--- src/rtl/msp430_pkg.sv ---
// Shared MSP430 register-file definitions: register indices, SR flag bit
// positions, source addressing modes and the write request format.
package msp430_pkg;

  localparam int DW    = 16;
  localparam int IDX_W = 4;

  localparam logic [IDX_W-1:0] PC = 4'd0;
  localparam logic [IDX_W-1:0] SP = 4'd1;
  localparam logic [IDX_W-1:0] SR = 4'd2;
  localparam logic [IDX_W-1:0] CG = 4'd3;

  localparam int SR_C = 0;
  localparam int SR_Z = 1;
  localparam int SR_N = 2;
  localparam int SR_V = 8;

  typedef enum logic [1:0] {
    AS_REG = 2'b00,
    AS_IDX = 2'b01,
    AS_IND = 2'b10,
    AS_INC = 2'b11
  } as_mode_e;

  typedef struct packed {
    logic             en;
    logic             byte_w;
    logic [IDX_W-1:0] idx;
    logic [DW-1:0]    data;
  } wr_req_t;

  // PC and SP are word aligned, so bit 0 never holds a 1.
  function automatic logic [DW-1:0] fmt_wr(wr_req_t r);
    logic [DW-1:0] d;
    d = r.byte_w ? {8'h00, r.data[7:0]} : r.data;
    if (r.idx == PC || r.idx == SP) d[0] = 1'b0;
    return d;
  endfunction

endpackage

--- src/rtl/reg_cg.sv ---
// R2/R3 constant generator: decodes SA/As into an immediate source operand.
// Only built when REGFILE_CG_EN is defined.
`ifdef REGFILE_CG_EN
module reg_cg
  import msp430_pkg::*;
(
  input  logic [IDX_W-1:0] sa,
  input  as_mode_e         as_mode,
  input  logic [DW-1:0]    r2,
  output logic             cg_vld,
  output logic [DW-1:0]    cg_val
);

  always_comb begin
    cg_vld = 1'b0;
    cg_val = '0;
    case (sa)
      CG: begin
        cg_vld = 1'b1;
        case (as_mode)
          AS_REG:  cg_val = 16'h0000;
          AS_IDX:  cg_val = 16'h0001;
          AS_IND:  cg_val = 16'h0002;
          default: cg_val = 16'hFFFF;
        endcase
      end
      SR: begin
        // As=00 is plain register mode, so R2 passes through untouched.
        cg_vld = 1'b1;
        case (as_mode)
          AS_REG:  cg_val = r2;
          AS_IDX:  cg_val = 16'h0000;
          AS_IND:  cg_val = 16'h0004;
          default: cg_val = 16'h0008;
        endcase
      end
      default: ;
    endcase
  end

endmodule
`endif

--- src/rtl/reg_file.sv ---
// MSP430 R0-R15 register file with PC increment, SR flag load and async reads.
// REGFILE_CG_EN enables the R2/R3 constant generator and makes R3 read-only zero.
module reg_file
  import msp430_pkg::*;
#(
  parameter int NREGS   = 16,
  parameter int PC_STEP = 2
) (
  input  logic             clk,
  input  logic             rst_n,
  input  logic             RW,
  input  logic             BW,
  input  logic [IDX_W-1:0] DA,
  input  logic [IDX_W-1:0] SA,
  input  logic [1:0]       As,
  input  logic [DW-1:0]    reg_Din,
  input  logic             PC_inc,
  input  logic             SR_we,
  input  logic [3:0]       flags_in,
  output logic [DW-1:0]    Sout,
  output logic [DW-1:0]    Dout,
  output logic [DW-1:0]    PC_out,
  output logic [DW-1:0]    SR_out,
  output logic             wr_ack
);

  localparam logic [DW-1:0] PC_STEP_W = DW'(PC_STEP);

  logic [NREGS-1:0][DW-1:0] rf;
  wr_req_t                  wr;
  logic [DW-1:0]            wr_data;
  logic                     wr_keep;
  logic                     wr_do;

  always_comb begin
    wr      = '{en: RW, byte_w: BW, idx: DA, data: reg_Din};
    wr_data = fmt_wr(wr);
  end

`ifdef REGFILE_CG_EN
  assign wr_keep = (DA != CG);
`else
  assign wr_keep = 1'b1;
`endif
  assign wr_do = wr.en && wr_keep;

  // The explicit write is issued last so it overrides PC_inc / SR_we
  // when it targets the same register in the same cycle.
  always_ff @(posedge clk) begin
    if (!rst_n) begin
      rf     <= '0;
      wr_ack <= 1'b0;
    end else begin
      wr_ack <= RW;
      if (PC_inc) rf[PC] <= rf[PC] + PC_STEP_W;
      if (SR_we) begin
        rf[SR][SR_V] <= flags_in[3];
        rf[SR][SR_N] <= flags_in[2];
        rf[SR][SR_Z] <= flags_in[1];
        rf[SR][SR_C] <= flags_in[0];
      end
      if (wr_do) rf[wr.idx] <= wr_data;
    end
  end

  assign PC_out = rf[PC];
  assign SR_out = rf[SR];

`ifdef REGFILE_CG_EN
  logic          cg_vld;
  logic [DW-1:0] cg_val;

  reg_cg u_cg (
    .sa      (SA),
    .as_mode (as_mode_e'(As)),
    .r2      (rf[SR]),
    .cg_vld  (cg_vld),
    .cg_val  (cg_val)
  );

  always_comb begin
    Sout = cg_vld ? cg_val : rf[SA];
    Dout = (DA == CG) ? '0 : rf[DA];
  end
`else
  logic [1:0] unused_as;
  assign unused_as = As;

  always_comb begin
    Sout = rf[SA];
    Dout = rf[DA];
  end
`endif

endmodule

--- config.mk ---
export PLATFORM = sky130hd
export DESIGN_NAME = reg_file
export DESIGN_NICKNAME = d
export VERILOG_FILES = /design/src/rtl/msp430_pkg.sv /design/src/rtl/reg_cg.sv /design/src/rtl/reg_file.sv
export SDC_FILE = /design/constraint.sdc
export NUM_CORES = 1
export LEC_CHECK = 0
export CORE_UTILIZATION = 25
export DETAILED_ROUTE_END_ITERATION = 6
export DONT_BUFFER_PORTS = 1
export PLACE_DENSITY = 0.41
export SLEW_MARGIN = 10
export SYNTH_ARGS = -nofsm -noshare
export SYNTH_HDL_FRONTEND = slang
export SYNTH_SLANG_ARGS = --single-unit
--- constraint.sdc ---
create_clock -name clk -period 4.57 [get_ports clk]
set_input_delay 0.457 -clock clk [delete_from_list [all_inputs] [get_ports clk]]
set_output_delay 0.457 -clock clk [all_outputs]
set_load 0.01 [all_outputs]
======== Word-level counts from Yosys, hierarchy flattened ========
Cells that the tools add are included.
word-level totals
  bits in registers ....................... 257
  bits of input ports ..................... 36
  output and inout bits ................... 65
  logic and storage cells ................. 42
operators by class
  add/sub/neg operators ................... 1
  $lt $le $gt $ge ......................... 3
  equal/unequal tests ..................... 1
  muxes and demuxes ....................... 16
  reductions and logical operators ........ 3
operators with widths
  cell                                                               number
  bitwise mux 256 bit                                                1
  binary-select mux 16 bit (select 4 bit)                            2
  two-way mux 16 bit                                                 6
  demux 16 bit (select 4 bit)                                        1
  two-way mux 41 bit                                                 1
  adder 16 x 2 -> 16 bit, second input constant                      1
  < comparator 4 x 5 -> 1 bit, second input constant                 2
  two-way mux 3 bit                                                  2
  == test 4 x 1 -> 1 bit, second input constant                      1
  greater-or-equal comparator 4 x 1 -> 1 bit, second input constant  1
  logical NOT 4 bit                                                  1
  two-way mux 1 bit                                                  3
  logical AND 1 bit                                                  1
  logical OR 1 bit                                                   1

======== Depth between registers and ports, before layout ========
  depth in word-level cells ............... 6
  mapped depth ............................ 7
  gate-level depth less buffers ........... 5

======== Worst setup path before layout ========
Ideal clock, no wire load.
  path kind ............................... input to output
  from .................................... input port DA[0]
  to ...................................... output port Dout[10]
  arrival ................................. 1840 ps
  data required time ...................... 4113 ps
  path slack .............................. 2273 ps
  stages on the path ...................... 6
  path through ............................ buf_2 buf_4 buf_2 mux4_2 a22oi_1 nand2_1
on the way
  longest elaborated chain between the ends .. 2
RTL lines
  item                                      RTL line        text
  start: declaration                        reg_file.sv:13  input logic [IDX_W-1:0] DA,
  binary-select mux 16 bit (select 4 bit)   reg_file.sv:91  Dout = rf[DA];
  two-way mux 16 bit (implied by the code)  reg_file.sv:91
  end: declaration                          reg_file.sv:21  output logic [DW-1:0] Dout,
Every way passes these cells. The select of a mux whose other input is x is not followed.

======== Final worst setup path ========
  from .................................... register rf (netlist bit PC_out[14])
  to ...................................... output port Dout[14]
on the way
  longest elaborated chain between the ends .. 2
RTL lines
  item                                      RTL line        text
  start: declaration                        reg_file.sv:29  logic [NREGS-1:0][DW-1:0] rf;
  start signal: indexed assignment          reg_file.sv:55  if (PC_inc) rf[PC] <= rf[PC] + PC_STEP_W;
  start signal: indexed assignment          reg_file.sv:57  rf[SR][SR_V] <= flags_in[3];
  start signal: indexed assignment          reg_file.sv:58  rf[SR][SR_N] <= flags_in[2];
  binary-select mux 16 bit (select 4 bit)   reg_file.sv:91
  two-way mux 16 bit (implied by the code)  reg_file.sv:91
Every way passes these cells. The select of a mux whose other input is x is not followed.

==> impl_metrics.yaml <==
timing:
  setup_violations: 0
  skew_ns: 0.006037
  fin_tns_setup_ns: 0
  hold_viol: 0
  period_minus_slack_ns: 2.739
  rsz0062_at_grt: "no"
  post-route-period-util_pct: 59.93
  max_slew_margin_pct: 19.55
  worst_pin_slew_ns: 1.203
  max_clock_freq_ghz: 0.3651
  holdWs_ns: 0.02412
  slew_violations: 0
detailed_routing:
  first_iter_violations: 1026
  totalWireLength_um: 51380
  drc: 0
  detail-route-antenna-nets: 0
  dr.pass1.iters: 5
  avgViaCountPerCell: 5.303
  drt-wirelength-per-cell_um: 24.44
  vias: 11150
clock_network:
  postCtsResizedCells: 0
  cts_buffers: 29
  hold_buffers: 15
  htree_levels: 1
  cts-root-buf: "clkbuf_16"
  tritoncts: "built"
  numClockSinks: 257
  cts.clk_slew.worst_paths_ns: 0.06
  ctsLongestPathBuffers: 3
  post_cts_buffers: 0
  clkLatencyLatePin_ns: 0.56
logic_synthesis:
  yosysTopAreaCell: "dfxtp_1"
  async_flop_share_pct: 0
  synth_commonest_cells: "488 x nand2_1, 257 x dfxtp_1, 230 x a21oi_1"
  yosysUniqueCellTypes: 32
  synth.most_common_cell: "nand2_1"
  synth.top_cells.by_area: "dfxtp_1 39%, mux4_2 22%, nand2_1 14%"
  synthDominantCellAreaShare_pct: 38.53
  syn_area_sq_um: 13350
  syn_nets: 1533
  syn_inst: 1496
  ys_seq_elements: 257
  yosysSeqAreaShare_pct: 38.53
  synth_edf_count: 0
  yosysWarnings: 0
  synthFlopType: "dfxtp_1"
  syn-mean-instance-area_sq_um: 8.925
floorplan:
  die_h_um: 233.1
  rows: 84
  initial_utilization_pct: 25.36
  coreArea_sq_um: 52660
  io_pins: 101
  die_w_um: 233.1
  die_area_sq_um: 54330
power:
  p_sw_share_pct: 24.88
  p_int_w: 0.003734
  p_switching_w: 0.001237
  power_leakage_nw: 4.585
  cellPowerDensity_nw_per_um2: 338.7
  ir_worst_vdd_v: 0.0002562
  seqPwrFrac_pct: 46.4
  power_frac_comb_pct: 6.4
  pwr-share-clk_pct: 47.2
worst_hold_path:
  worstHoldPathType: "primary input to flip-flop"
  min_from: "RW"
cells_and_area:
  final-instance-count-excl-fill: 2102
  layout-drive-gt1-share_pct: 15.00
  areaGrowthSynthToFinish_pct: 9.915
  nets: 1428
critical_path:
  cp_data_required_time_ns: 4.11
  crit_chain: "mux4_2, a22oi_1, nand2_1"
  startpoint: "PC_out[14]"
  cp_max_fo: 5
  critical_path_class: "flip-flop to primary output"
  reg2reg_from: "PC_out[4]"
  end_kind: "primary output"
  cpMaxStageDelayCell: "mux4_2"
  cp-start-kind: "flip-flop"
  crit_arrival_ns: 2.28
  max_stage_delay_ns: 0.52
placed_design:
  dp_hpwl_um: 30110
  port_buffers: 0
  finalWeightedCongestion: 0.7931
  place_inst: 2033
outcome:
  run_status: "completed"
global_route:
  grt_max_degree: 122
  grt_pass1_vias: 10450
  grt_first_pass_wirelength_um: 74110
  grt_usage_pct: 18.72
  overflow: 0
  antenna_found_initial: 1
flow_run:
  maxCapViolCount: 0
power by group through the flow:
stage	clock network (W)	logic (W)	registers [W]
after floorplan	0	0.000289	0.00234
after global routing	0.00248	0.000333	0.00231
after CTS	0.00239	0.000315	0.00230
after detailed placement	0	0.000293	0.00235
final	0.00235	0.000318	0.00230
after global placement	0	0.000292	0.00235
per-layer routing:
| metal | vias up | global-route usage [%] | routed length [um] |
|---|---|---|---|
| met3 | 69 | 4.517 | 4524 |
| met5 | - | 0 | 0 |
| li1 | 5012 | - | - |
| met4 | 0 | 6.107 | 1539 |
| met1 | 5621 | 26.12 | 22820 |
| met2 | 445 | 28.12 | 22500 |
flip-flops by register name (all words and copies together), names as in the netlist:
register  flops
PC_out       16
SR_out       16
rf          224
wr_ack        1
worst max-delay path: cells and delay by family (launching register included):
family           cells  cell delay [ns]
multiplexers         1             0.52
AO/OA/AOI/OAI        1             0.50
flip-flops           1             0.41
AND/OR/NAND/NOR      1             0.30
final cells by class:
cell class              count  area, sq um
well taps                 688        860.8
diodes                      1        2.502
clock buffers              41        810.8
repair buffers             41        345.3
multi-input cells        1061         7386
inverters                   1        8.758
fillers                  5533        37980
clock inverters            12        116.4
flip-flops and latches    257         5145
through the flow:
stage          setup WS (ns)  power (W)  instance area (sq um)  utilization [%]
2_1_floorplan          2.273   0.002625                  13350                -
3_3_place_gp           2.143   0.002644                  13600            25.82
3_5_place_dp           2.134   0.002647                  13600            25.82
4_1_cts                1.856   0.005010                  14670            27.87
5_1_grt                1.797   0.005124                  14680            27.87
6_report               1.831   0.004971                  14680            27.87
path summary, 6_finish.rpt:
path | depth (start not counted) | slack, ns | endpoint
hold / removal | 1 | 0.02 | wr_ack
setup / recovery | 3 | 1.83 | Dout[14]
setup reg to reg | 4 | 2.61 | PC_out[13]
hold reg to reg | 2 | 0.46 | rf[228]
layout by cell type (no fill, tap or decap), drive strengths merged, types with 2 or more instances in the layout:
cell         instances
a211oi               9
a21oi              230
nor2                36
xnor2               11
nand3                5
clkbuf              41
and2                 3
clkinv               8
bufinv               2
a22oi               64
o21ai               10
buf                 26
inv                  2
or3                  5
nand2b               3
mux2i               20
and3                 3
nor2b               16
nor4                 4
xor2                 3
nor3                12
dlygate4sd3         15
nand2              488
nand4                7
dfxtp              257
mux4               128
kinds of logic after synthesis:
group | count (synthesis) | synth area share (%)
buffers and inverters | 178 | 6.504
muxes | 148 | 23.09
and+or+nand+nor | 585 | 17.76
DFF | 257 | 38.53
xor gates and xnor gates | 14 | 0.9184
AOI/OAI and AO/OA | 313 | 13.10
adders and majority gates | 1 | 0.09370
Power figures use the tool's default switching activity.
